**src/rtl/fpu_interco_pkg.sv**
```systemverilog
// Shared types and helpers for the FPU interconnect arbiter.
// Holds the arbiter FSM state type, counter sizing and one-hot decode.
package fpu_interco_pkg;

    typedef enum logic [0:0] {
        IDLE   = 1'b0,
        LOCKED = 1'b1
    } arb_state_e;

    // Bits needed to hold 0..max_out inclusive.
    function automatic int cnt_width(input int max_out);
        return (max_out < 1) ? 1 : $clog2(max_out + 1);
    endfunction

    // Index of the highest set bit of a one-hot vector (0 if none).
    function automatic int onehot_to_idx(input logic [31:0] oh);
        int idx;
        idx = 0;
        for (int i = 0; i < 32; i++) begin
            if (oh[i]) idx = i;
        end
        return idx;
    endfunction

endpackage

```
**src/rtl/fpu_rr_pick.sv**
```systemverilog
// Combinational round-robin picker: first set elig bit at or after rr_ptr.
// Ports: elig (candidates), rr_ptr (start index) -> valid, idx (winner).
module fpu_rr_pick #(
    parameter int N = 9,
    localparam int IW = (N > 1) ? $clog2(N) : 1
) (
    input  logic [N-1:0]  elig,
    input  logic [IW-1:0] rr_ptr,
    output logic          valid,
    output logic [IW-1:0] idx
);

    // Walk offsets from farthest to nearest so the nearest eligible
    // candidate is the last one written and therefore wins.
    always_comb begin
        logic [IW:0] j;
        valid = 1'b0;
        idx   = '0;
        j     = '0;
        for (int i = N - 1; i >= 0; i--) begin
            j = {1'b0, rr_ptr} + (IW + 1)'(i);
            if (j >= (IW + 1)'(N)) j = j - (IW + 1)'(N);
            if (elig[j[IW-1:0]]) begin
                valid = 1'b1;
                idx   = j[IW-1:0];
            end
        end
    end

endmodule

```
**src/rtl/fpu_share_arbiter.sv**
```systemverilog
// Round-robin share of one FPU port among NB_CORES cores, with lock on
// backpressure, per-core in-flight caps and one-hot response routing.
// Ports: core side data_req_i/operands/op/flag -> data_gnt_o, data_r_valid_o;
// FPU side data_req_o/operands/op/flag/ID_o <- data_gnt_i, data_r_valid_i,
// data_r_ID_i; proto_err_o flags a response to a core with nothing in flight.
module fpu_share_arbiter
    import fpu_interco_pkg::*;
#(
    parameter int NB_CORES         = 9,
    parameter int NB_APU_ARGS      = 2,
    parameter int APU_OPCODE_WIDTH = 5,
    parameter int FLAG_WIDTH       = 6,
    parameter int DATA_WIDTH       = 32,
    parameter int MAX_OUTSTANDING  = 2
) (
    input  logic                                    clk,
    input  logic                                    rst,
    input  logic [NB_CORES-1:0]                     data_req_i,
    input  logic [NB_CORES*NB_APU_ARGS*DATA_WIDTH-1:0] data_operands_i,
    input  logic [NB_CORES*APU_OPCODE_WIDTH-1:0]    data_op_i,
    input  logic [NB_CORES*FLAG_WIDTH-1:0]          data_flag_i,
    output logic [NB_CORES-1:0]                     data_gnt_o,
    output logic                                    data_req_o,
    output logic [NB_APU_ARGS*DATA_WIDTH-1:0]       data_operands_o,
    output logic [APU_OPCODE_WIDTH-1:0]             data_op_o,
    output logic [FLAG_WIDTH-1:0]                   data_flag_o,
    output logic [NB_CORES-1:0]                     data_ID_o,
    input  logic                                    data_gnt_i,
    input  logic                                    data_r_valid_i,
    input  logic [NB_CORES-1:0]                     data_r_ID_i,
    output logic [NB_CORES-1:0]                     data_r_valid_o,
    output logic                                    proto_err_o
);

    localparam int IW = (NB_CORES > 1) ? $clog2(NB_CORES) : 1;
    localparam int CW = cnt_width(MAX_OUTSTANDING);
    localparam int PW = NB_APU_ARGS * DATA_WIDTH;
    localparam logic [CW-1:0] CMAX = CW'(MAX_OUTSTANDING);
    localparam logic [IW-1:0] LAST = IW'(NB_CORES - 1);

    arb_state_e          state;
    logic [IW-1:0]       rr_ptr;
    logic [IW-1:0]       lock_idx;
    logic [CW-1:0]       cnt [NB_CORES];
    logic [NB_CORES-1:0] elig;
    logic [NB_CORES-1:0] zero_v;
    logic                pick_valid;
    logic [IW-1:0]       pick_idx;
    logic [IW-1:0]       sel;
    logic                sel_valid;
    logic [NB_CORES-1:0] sel_oh;
    logic                accept;

    always_comb begin
        elig   = '0;
        zero_v = '0;
        for (int k = 0; k < NB_CORES; k++) begin
            elig[k]   = data_req_i[k] & (cnt[k] < CMAX);
            zero_v[k] = (cnt[k] == '0);
        end
    end

    fpu_rr_pick #(
        .N(NB_CORES)
    ) u_pick (
        .elig  (elig),
        .rr_ptr(rr_ptr),
        .valid (pick_valid),
        .idx   (pick_idx)
    );

    // While locked, only the held core's request line matters; a dropped
    // request there kills the cycle instead of re-arbitrating.
    always_comb begin
        if (state == LOCKED) begin
            sel       = lock_idx;
            sel_valid = data_req_i[lock_idx];
        end else begin
            sel       = pick_idx;
            sel_valid = pick_valid;
        end
        if (rst) sel_valid = 1'b0;
    end

    assign sel_oh     = sel_valid ? (NB_CORES'(1) << sel) : '0;
    assign accept     = sel_valid & data_gnt_i;
    assign data_req_o = sel_valid;
    assign data_ID_o  = sel_oh;
    assign data_gnt_o = sel_oh & {NB_CORES{data_gnt_i}};

    always_comb begin
        data_operands_o = '0;
        data_op_o       = '0;
        data_flag_o     = '0;
        if (sel_valid) begin
            data_operands_o = data_operands_i[int'(sel)*PW +: PW];
            data_op_o = data_op_i[int'(sel)*APU_OPCODE_WIDTH +: APU_OPCODE_WIDTH];
            data_flag_o = data_flag_i[int'(sel)*FLAG_WIDTH +: FLAG_WIDTH];
        end
    end

    assign data_r_valid_o = data_r_ID_i & {NB_CORES{data_r_valid_i}};

    always_ff @(posedge clk or posedge rst) begin
        if (rst) begin
            state    <= IDLE;
            lock_idx <= '0;
            rr_ptr   <= '0;
        end else begin
            unique case (state)
                IDLE: begin
                    if (sel_valid && !data_gnt_i) begin
                        state    <= LOCKED;
                        lock_idx <= sel;
                    end
                end
                LOCKED: begin
                    if (!sel_valid || data_gnt_i) state <= IDLE;
                end
                default: state <= IDLE;
            endcase
            if (accept) rr_ptr <= (sel == LAST) ? '0 : sel + 1'b1;
        end
    end

    // A response to an idle core is not decremented (it stays at zero)
    // but an accept in the same cycle still counts.
    always_ff @(posedge clk or posedge rst) begin
        if (rst) begin
            for (int k = 0; k < NB_CORES; k++) cnt[k] <= '0;
            proto_err_o <= 1'b0;
        end else begin
            for (int k = 0; k < NB_CORES; k++) begin
                if (data_gnt_o[k] && !(data_r_valid_o[k] && !zero_v[k]))
                    cnt[k] <= cnt[k] + 1'b1;
                else if (data_r_valid_o[k] && !data_gnt_o[k] && !zero_v[k])
                    cnt[k] <= cnt[k] - 1'b1;
            end
            if (|(data_r_valid_o & zero_v)) proto_err_o <= 1'b1;
        end
    end

endmodule
```
**config.mk**
```make
export PLATFORM = sky130hd
export DESIGN_NAME = fpu_share_arbiter
export DESIGN_NICKNAME = d
export VERILOG_FILES = /design/src/rtl/fpu_interco_pkg.sv /design/src/rtl/fpu_rr_pick.sv /design/src/rtl/fpu_share_arbiter.sv
export SDC_FILE = /design/constraint.sdc
export NUM_CORES = 1
export LEC_CHECK = 0
export BUFFER_PORTS_ARGS = -buffer_cell sky130_fd_sc_hd__buf_2
export CAP_MARGIN = 20
export CORE_AREA = 2 2 309 311
export DETAILED_ROUTE_END_ITERATION = 8
export DIE_AREA = 0 0 311 313
export SYNTH_ARGS = -nofsm -noshare
export SYNTH_HDL_FRONTEND = slang
export SYNTH_SLANG_ARGS = --single-unit
export TNS_END_PERCENT = 30
```
**constraint.sdc**
```tcl
create_clock -name clk -period 7.6 [get_ports clk]
set_input_delay 0.38 -clock clk [delete_from_list [all_inputs] [get_ports clk]]
set_output_delay 0.38 -clock clk [all_outputs]
set_load 0.02 [all_outputs]
```
=== Word-level counts from Yosys, hierarchy flattened ===
Cells that the tools add are included.

* Multiply operators: 2
* Reductions and logical operators: 87
* Multiplexer cells: 76
* Shift-type cells: 4
* Bitwise gates (word level): 14
* Equal/unequal tests: 1
* $add $sub $neg: 36
* $lt $le $gt $ge: 28

{| class="wikitable"
|+ Operator list
! operator !! number
|-
| 576-bit by 11-bit variable part select with 64-bit output || 1
|-
| 4-bit 2-to-1 mux || 20
|-
| 64-bit 2-to-1 mux || 1
|-
| 54-bit by 8-bit variable part select with 6-bit output || 1
|-
| 4-bit by 5-bit less-than comparator with 1-bit output, second input constant || 10
|-
| 45-bit by 8-bit variable part select with 5-bit output || 1
|-
| 1-bit binary-select mux with 4-bit select || 10
|-
| 5-bit by 4-bit >= comparator with 1-bit output, second input constant || 8
|-
| 1-bit logical AND || 37
|-
| 2-bit 2-to-1 mux || 18
|-
| 4-bit subtractor, second input constant || 9
|-
| 1-bit logical NOT || 29
|-
| 9-bit AND || 3
|-
| 1-bit 2-to-1 mux || 23
|-
| 4-bit by 3-bit adder with 5-bit output, second input constant || 4
|-
| 2-bit by 1-bit adder with 2-bit output, second input constant || 9
|-
| 2-bit logical NOT || 9
|-
| 2-bit less-than comparator, second input constant || 9
|-
| 2-bit nonzero test || 9
|-
| 2-bit by 1-bit subtractor with 2-bit output, second input constant || 9
|-
| 4-bit by 2-bit adder with 5-bit output, second input constant || 2
|-
| 1-bit AND || 10
|-
| 9-bit 2-to-1 mux || 1
|-
| 9-bit OR reduction || 1
|-
| 14 further kinds || 14
|}

* Bits in registers: 28
* Input bits: 697
* Output and inout bits: 104
* Word-level logic and storage cells: 261

=== Depth between registers and ports, before layout ===
* Depth in word-level cells: 23
* Depth in mapped cells: 28
* Gate-level depth less buffers: 20

=== By module ===
From an unflattened synthesis, not the netlist that was laid out.

* Cell total of the unflattened synthesis: 1140
* Area total of the unflattened synthesis: 10168.5 µm²

{| class="wikitable"
|+ By module, submodules not included
! module !! cells an instance !! area an instance (µm²) !! instances
|-
| fpu_share_arbiter || 674 || 6942.9 || 1
|-
| fpu_rr_pick || 466 || 3225.6 || 1
|}

=== Least setup slack after synthesis ===
Ideal clock, no wire load.

* Path kind: register to register
* Start: register rr_ptr[0]
* End: register cnt[3] (netlist name)
* Data arrival time: 5925 ps
* Data required time: 7476 ps
* Buffers on the path: 8
* Stages on the path, launching flop included: 27
* Setup slack: 1551 ps
* Cell sequence: dfrtp_1 -> buf_4 -> buf_4 -> inv_2 -> buf_1 -> ha_1 -> buf_2 -> inv_2 -> o22ai_1 -> or2_1 -> mux4_2 -> and2_1 -> a211o_1 -> or3_1 -> o211a_1 -> o31a_1 -> inv_2 -> buf_2 -> buf_2 -> clkbuf_1 -> ha_1 -> ha_1 -> and3_1 -> and2_1 -> clkbuf_1 -> and4_1 -> nor3_1

* Word-level cells in the longest chain between the ends: 22
* Elaborated cells on any way between the ends: 83
* Classes of those cells: add/sub: 17; order compare: 9; shift: 1; mux: 50; bitwise: 1; reduce/logical: 5

{| class="wikitable"
|+ Ends and longest elaborated chain
! what !! RTL line !! RTL
|-
| start, declared || fpu_share_arbiter.sv:42 || <nowiki>logic [IW-1:0] rr_ptr;</nowiki>
|-
| start signal, assigned || fpu_share_arbiter.sv:122 || <nowiki>if (accept) rr_ptr <= (sel == LAST) ? '0 : sel + 1'b1;</nowiki>
|-
| 4-bit by 4-bit adder with 5-bit output || fpu_rr_pick.sv:21 || <nowiki>j = {1'b0, rr_ptr} + (IW + 1)'(i);</nowiki>
|-
| 4-bit subtractor or 5-bit by 4-bit >= comparator with 1-bit output (tied branches) || fpu_rr_pick.sv:22 || <nowiki>if (j >= (IW + 1)'(N)) j = j - (IW + 1)'(N);</nowiki>
|-
| 4-bit 2-to-1 mux || fpu_rr_pick.sv:22 ||
|-
| 1-bit binary-select mux with 4-bit select || fpu_rr_pick.sv:23 || <nowiki>if (elig[j[IW-1:0]]) begin</nowiki>
|-
| 1-bit 2-to-1 mux (not written as such) || fpu_rr_pick.sv:23 ||
|-
| 4-bit 2-to-1 mux or 1-bit 2-to-1 mux (tied branches) (9 in series) || fpu_rr_pick.sv:23 ||
|-
| 4-bit 2-to-1 mux or 1-bit 2-to-1 mux (tied branches) || fpu_share_arbiter.sv:75 || <nowiki>if (state == LOCKED) begin</nowiki>
|-
| 1-bit by 4-bit << shifter with 9-bit output or 1-bit 2-to-1 mux (tied branches) || fpu_share_arbiter.sv:85, fpu_share_arbiter.sv:82 ||
|-
| 9-bit 2-to-1 mux (*) || fpu_share_arbiter.sv:85 || <nowiki>assign sel_oh = sel_valid ? (NB_CORES'(1) << sel) : '0;</nowiki>
|-
| net data_ID_o[7] || fpu_share_arbiter.sv:27 || <nowiki>output logic [NB_CORES-1:0] data_ID_o,</nowiki>
|-
| 9-bit AND (*) || fpu_share_arbiter.sv:89 || <nowiki>assign data_gnt_o = sel_oh & {NB_CORES{data_gnt_i}};</nowiki>
|-
| net data_gnt_o[7] || fpu_share_arbiter.sv:22 || <nowiki>output logic [NB_CORES-1:0] data_gnt_o,</nowiki>
|-
| 1-bit logical NOT || fpu_share_arbiter.sv:136 || <nowiki>else if (data_r_valid_o[k] && !data_gnt_o[k] && !zero_v[k])</nowiki>
|-
| 1-bit logical AND (2 in series) || fpu_share_arbiter.sv:136 ||
|-
| 2-bit nonzero test (no source line) || -- ||
|-
| end signal, assigned by index || fpu_share_arbiter.sv:135 || <nowiki>cnt[k] <= cnt[k] + 1'b1;</nowiki>
|-
| end signal, assigned by index || fpu_share_arbiter.sv:137 || <nowiki>cnt[k] <= cnt[k] - 1'b1;</nowiki>
|-
| end, declared || fpu_share_arbiter.sv:44 || <nowiki>logic [CW-1:0] cnt [NB_CORES];</nowiki>
|}

Mark *: on every way through the listed nets, which the timed path passes. The rest lies on a longest branch. The select of a mux whose other input is x is not followed.
A chain may end at the register's enable or synchronous reset.

=== Worst setup path in the final report ===
* Start: register rr_ptr[0]
* End: output data_operands_o[22]

* Word-level cells in the longest chain between the ends: 17
* Elaborated cells on any way between the ends: 76
* Classes of those cells: add/sub: 17; order compare: 9; shift: 1; mux: 49

{| class="wikitable"
|+ Ends and longest elaborated chain
! what !! RTL line !! RTL
|-
| 4-bit by 4-bit adder with 5-bit output || fpu_rr_pick.sv:21 ||
|-
| 4-bit subtractor or 5-bit by 4-bit >= comparator with 1-bit output (tied branches) || fpu_rr_pick.sv:22 ||
|-
| 4-bit 2-to-1 mux || fpu_rr_pick.sv:22 ||
|-
| 1-bit binary-select mux with 4-bit select || fpu_rr_pick.sv:23 ||
|-
| 1-bit 2-to-1 mux (not written as such) || fpu_rr_pick.sv:23 ||
|-
| 4-bit 2-to-1 mux or 1-bit 2-to-1 mux (tied branches) (9 in series) || fpu_rr_pick.sv:23 ||
|-
| 4-bit 2-to-1 mux or 1-bit 2-to-1 mux (tied branches) || fpu_share_arbiter.sv:75 ||
|-
| 576-bit by 11-bit variable part select with 64-bit output or 1-bit 2-to-1 mux (tied branches) || fpu_share_arbiter.sv:96, fpu_share_arbiter.sv:82 ||
|-
| 64-bit 2-to-1 mux (*) || fpu_share_arbiter.sv:95 || <nowiki>if (sel_valid) begin</nowiki>
|-
| end, declared || fpu_share_arbiter.sv:24 || <nowiki>output logic [NB_APU_ARGS*DATA_WIDTH-1:0] data_operands_o,</nowiki>
|}

Every way passes the cells marked *; elsewhere a longest branch is shown, timed or not. The select of a mux whose other input is x is not followed.

==> impl_metrics.tcl <==
set metrics [dict create \
    io_buffer_count 800 \
    start_util_pct 11.36 \
    maxCapViolations 0 \
    totalWireLength_um 114800 \
    period_minus_slack_ns 6.536 \
    worstPathRequired_ns 7.22 \
    fp.dieArea_um2 97340 \
    max_stage_delay_ns 0.64 \
    synth-edff-count 0 \
    path_class "register to output port" \
    worst_path_max_delay_cell "nor4b_1" \
    grtUsageTotal_pct 22.27 \
    nFillCells 10970 \
    syn_nets 2397 \
    worstSetupStartpointType "register" \
    ctsResizeCount 0 \
    relSlewSlack_pct 20.54 \
    rsz0062_at_grt "no" \
    grt-ovfl-total 0 \
    synth_seq_cells 28 \
    cts_buffer_depth 2 \
    routedWlPerCell_um 30.29 \
    tightest_slew_ns 1.189 \
    skew_ns 0.008977 \
    final_cells 3789 \
    grt_max_degree 57 \
    die_width_um 311 \
    synth_ff_type "dfrtp_1" \
    critical_path_arrival_ns 6.16 \
    setup_viol 0 \
    ys_seq_area_share_pct 6.550 \
    status "finished clean" \
    fp.coreArea_um2 94160 \
    ys_types 93 \
    hold_viol 0 \
    cts_tree "done" \
    route.detailed.drc 0 \
    synth_area_um2 10700 \
    rows 113 \
    antenna_found_initial 85 \
    final_nets 3210 \
    avgViaCountPerCell 4.822 \
    areaGrowthSynthToFinish_pct 64.30 \
    cp-end-kind "output port" \
    syn_inst 1679 \
    firstDrtPassIters 6 \
    hold_path_class "input port to async pin" \
    worstPathMaxFanout 47 \
    yosysWarnings 0 \
    clk_latency_ns 0.28 \
    hold_buffers 0 \
    fin_crit_sh_pct 86.00 \
    dp_hpwl_um 99650 \
    grt_pass1_vias 17470 \
    cts_inserted_buffers 3 \
    die_h_um 313 \
    grt_pass1_wl_um 150100 \
    postCtsSetupRepairBufs 0 \
    synthArstFlopShare_pct 100.0 \
    placed_cells 3752 \
    io_pins 801 \
    globalplace.congestion 1.010 \
    drive_gt1_share_pct 41.07 \
    drtAntennaViolNets 0 \
    syn_area_per_cell_um2 6.372 \
    htreeDepth 1 \
    drt_iter0_markers 2191 \
    cts-root-buf "clkbuf_16" \
    clkTransAtPathRegs_ns 0.08 \
    crit_chain "buf_4, ha_1, a22oi_1, o21ai_2, a2111oi_0, nor4b_1, nor3_1, o21bai_1, mux2i_1, o211a_1, o31a_2, inv_8, buf_12, mux2i_1, buf_4, a221oi_1, a221o_1, buf_2" \
    finalMaxSlewViolations 0 \
    fmax_ghz 0.1530 \
    cts.sinks 28 \
    fin_tns_setup_ns 0 \
    num_vias 18270 \
]
==> cells by family (layout without fill, tap and decap cells) <==
kind of cell               Yosys count  after routing  share of synthesized area, %
adders and majority gates           21             21                         2.456
and+or+nand+nor                    753            753                         32.11
xor gates and xnor gates            28             28                         2.433
buffers and inverters              192           1004                         7.333
muxes                              111            111                         11.29
other                                0             33                             0
DFF                                 28             28                         6.550
AOI/OAI and AO/OA                  546            546                         37.84
==> synth_stat cells (7+ instances only) <==
master     instances  area (µm²)
nor3b_1           10       75.07
o21ai_1            8       40.04
a211oi_1          13       97.59
and2_1             9       56.30
nor2b_1           15       93.84
a22oi_1           10       75.07
nor4_1            10       62.56
o211ai_1          14       105.1
a221o_1           78       780.8
a2111oi_0          7       61.31
nand3_1           99       495.5
clkbuf_1         102       382.9
xnor2_1           23       201.4
a21oi_1          124       620.6
buf_1             12       45.04
buf_2             39       195.2
nor2_1            55       206.5
nand2b_1          15       93.84
a221oi_1          81       709.4
mux2i_1           97       970.9
inv_1             29       108.9
a21o_1            11       82.58
nand2_1          440        1652
o21ai_0           32       160.2
and3_1            11       68.82
a31oi_1           85       531.8
mux4_2             7       157.7
ha_1              21       262.8
nor3_1            39       195.2
dfrtp_1           28       700.7
==> final cells by class <==
class                           count  area (µm²)  area share [%]
Antenna cell                       33       82.58          0.4698
Clock buffer                        4       88.84          0.5054
Inverter                           35       141.4          0.8044
Multi-Input combinational cell   1459        9233           52.53
Sequential cell                    28       700.7           3.986
Tap cell                         1265        1583           9.005
Timing Repair Buffer              965        5748           32.70
==> per-stage QoR <==
| stage | instance area (µm²) | util (%) | setup slack [ns] | hold slack, ns |
|---|---|---|---|---|
| floorplan | 10700 | - | 1.551 | 0.4454 |
| CTS | 17490 | 18.58 | 1.249 | 0.03803 |
| finish | 17580 | 18.67 | 1.064 | 0.04341 |
| global placement | 17410 | 18.48 | 1.505 | 0.3320 |
| global route | 17540 | 18.63 | 0.8066 | 0.05722 |
| detailed placement | 17410 | 18.48 | 1.594 | 0.3315 |
==> worst paths after layout <==
check	cells past startpoint	start	end	slack, ns
setup / recovery	18	rr_ptr[0]$_DFFE_PP0P_	data_operands_o[22]	1.06
hold / removal	2	rst	lock_idx[3]$_DFFE_PP0P_	0.04
setup reg to reg	19	rr_ptr[0]$_DFFE_PP0P_	cnt[11]$_DFFE_PP0P_	1.70
hold reg to reg	2	proto_err_o$_DFFE_PP0P_	proto_err_o$_DFFE_PP0P_	0.55
max in group asynchronous	3	rst	proto_err_o$_DFFE_PP0P_	6.97
min in group clk	2	data_gnt_i	state$_DFF_PP0_	0.42
==> critical path: cells and delay by family (launching register included) <==
family	cells	cell delay, ns
compound gates	8	2.18
buf+inv	5	1.47
simple gates	2	0.86
flops	1	0.43
fa+ha+maj	1	0.39
mux	2	0.38
==> layout by cell type (no fill, tap or decap), drive strengths merged, types with 5 or more instances in the layout <==
master / instances
xnor2: 25
a2111oi: 7
mux2: 7
a221o: 78
a21oi: 126
nor4: 14
nand2b: 15
a311oi: 5
o21ai: 42
or4: 5
nand3: 99
nand4: 5
and2: 9
mux2i: 97
nor2: 55
a22oi: 11
o21a: 6
nor3b: 11
and4: 6
a221oi: 81
and3: 11
or2: 5
nor3: 41
mux4: 7
a21o: 11
buf: 965
nand3b: 6
or3: 6
nand2: 441
inv: 35
a31oi: 87
ha: 21
o211ai: 14
a211oi: 14
diode: 33
dfrtp: 28
a21boi: 7
nor2b: 15
==> registers in the layout (all words and copies together) (netlist names) <==
| signal | flops |
|---|---|
| state | 1 |
| lock_idx | 4 |
| rr_ptr | 4 |
| proto_err_o | 1 |
| cnt | 18 |
==> routing by layer <==
| metal | GRT usage [%] | up-vias | share of wire, % |
|---|---|---|---|
| met3 | 5.730 | 256 | 9.5 |
| met2 | 37.17 | 1230 | 46 |
| met1 | 27.36 | 8720 | 39 |
| met5 | 0 | - | 0.20 |
| met4 | 8.641 | 36 | 4.8 |
| li1 | - | 8030 | - |
Power is not shown: default switching activity piles up to over one toggle a cycle in this logic, so the estimate is an artifact.
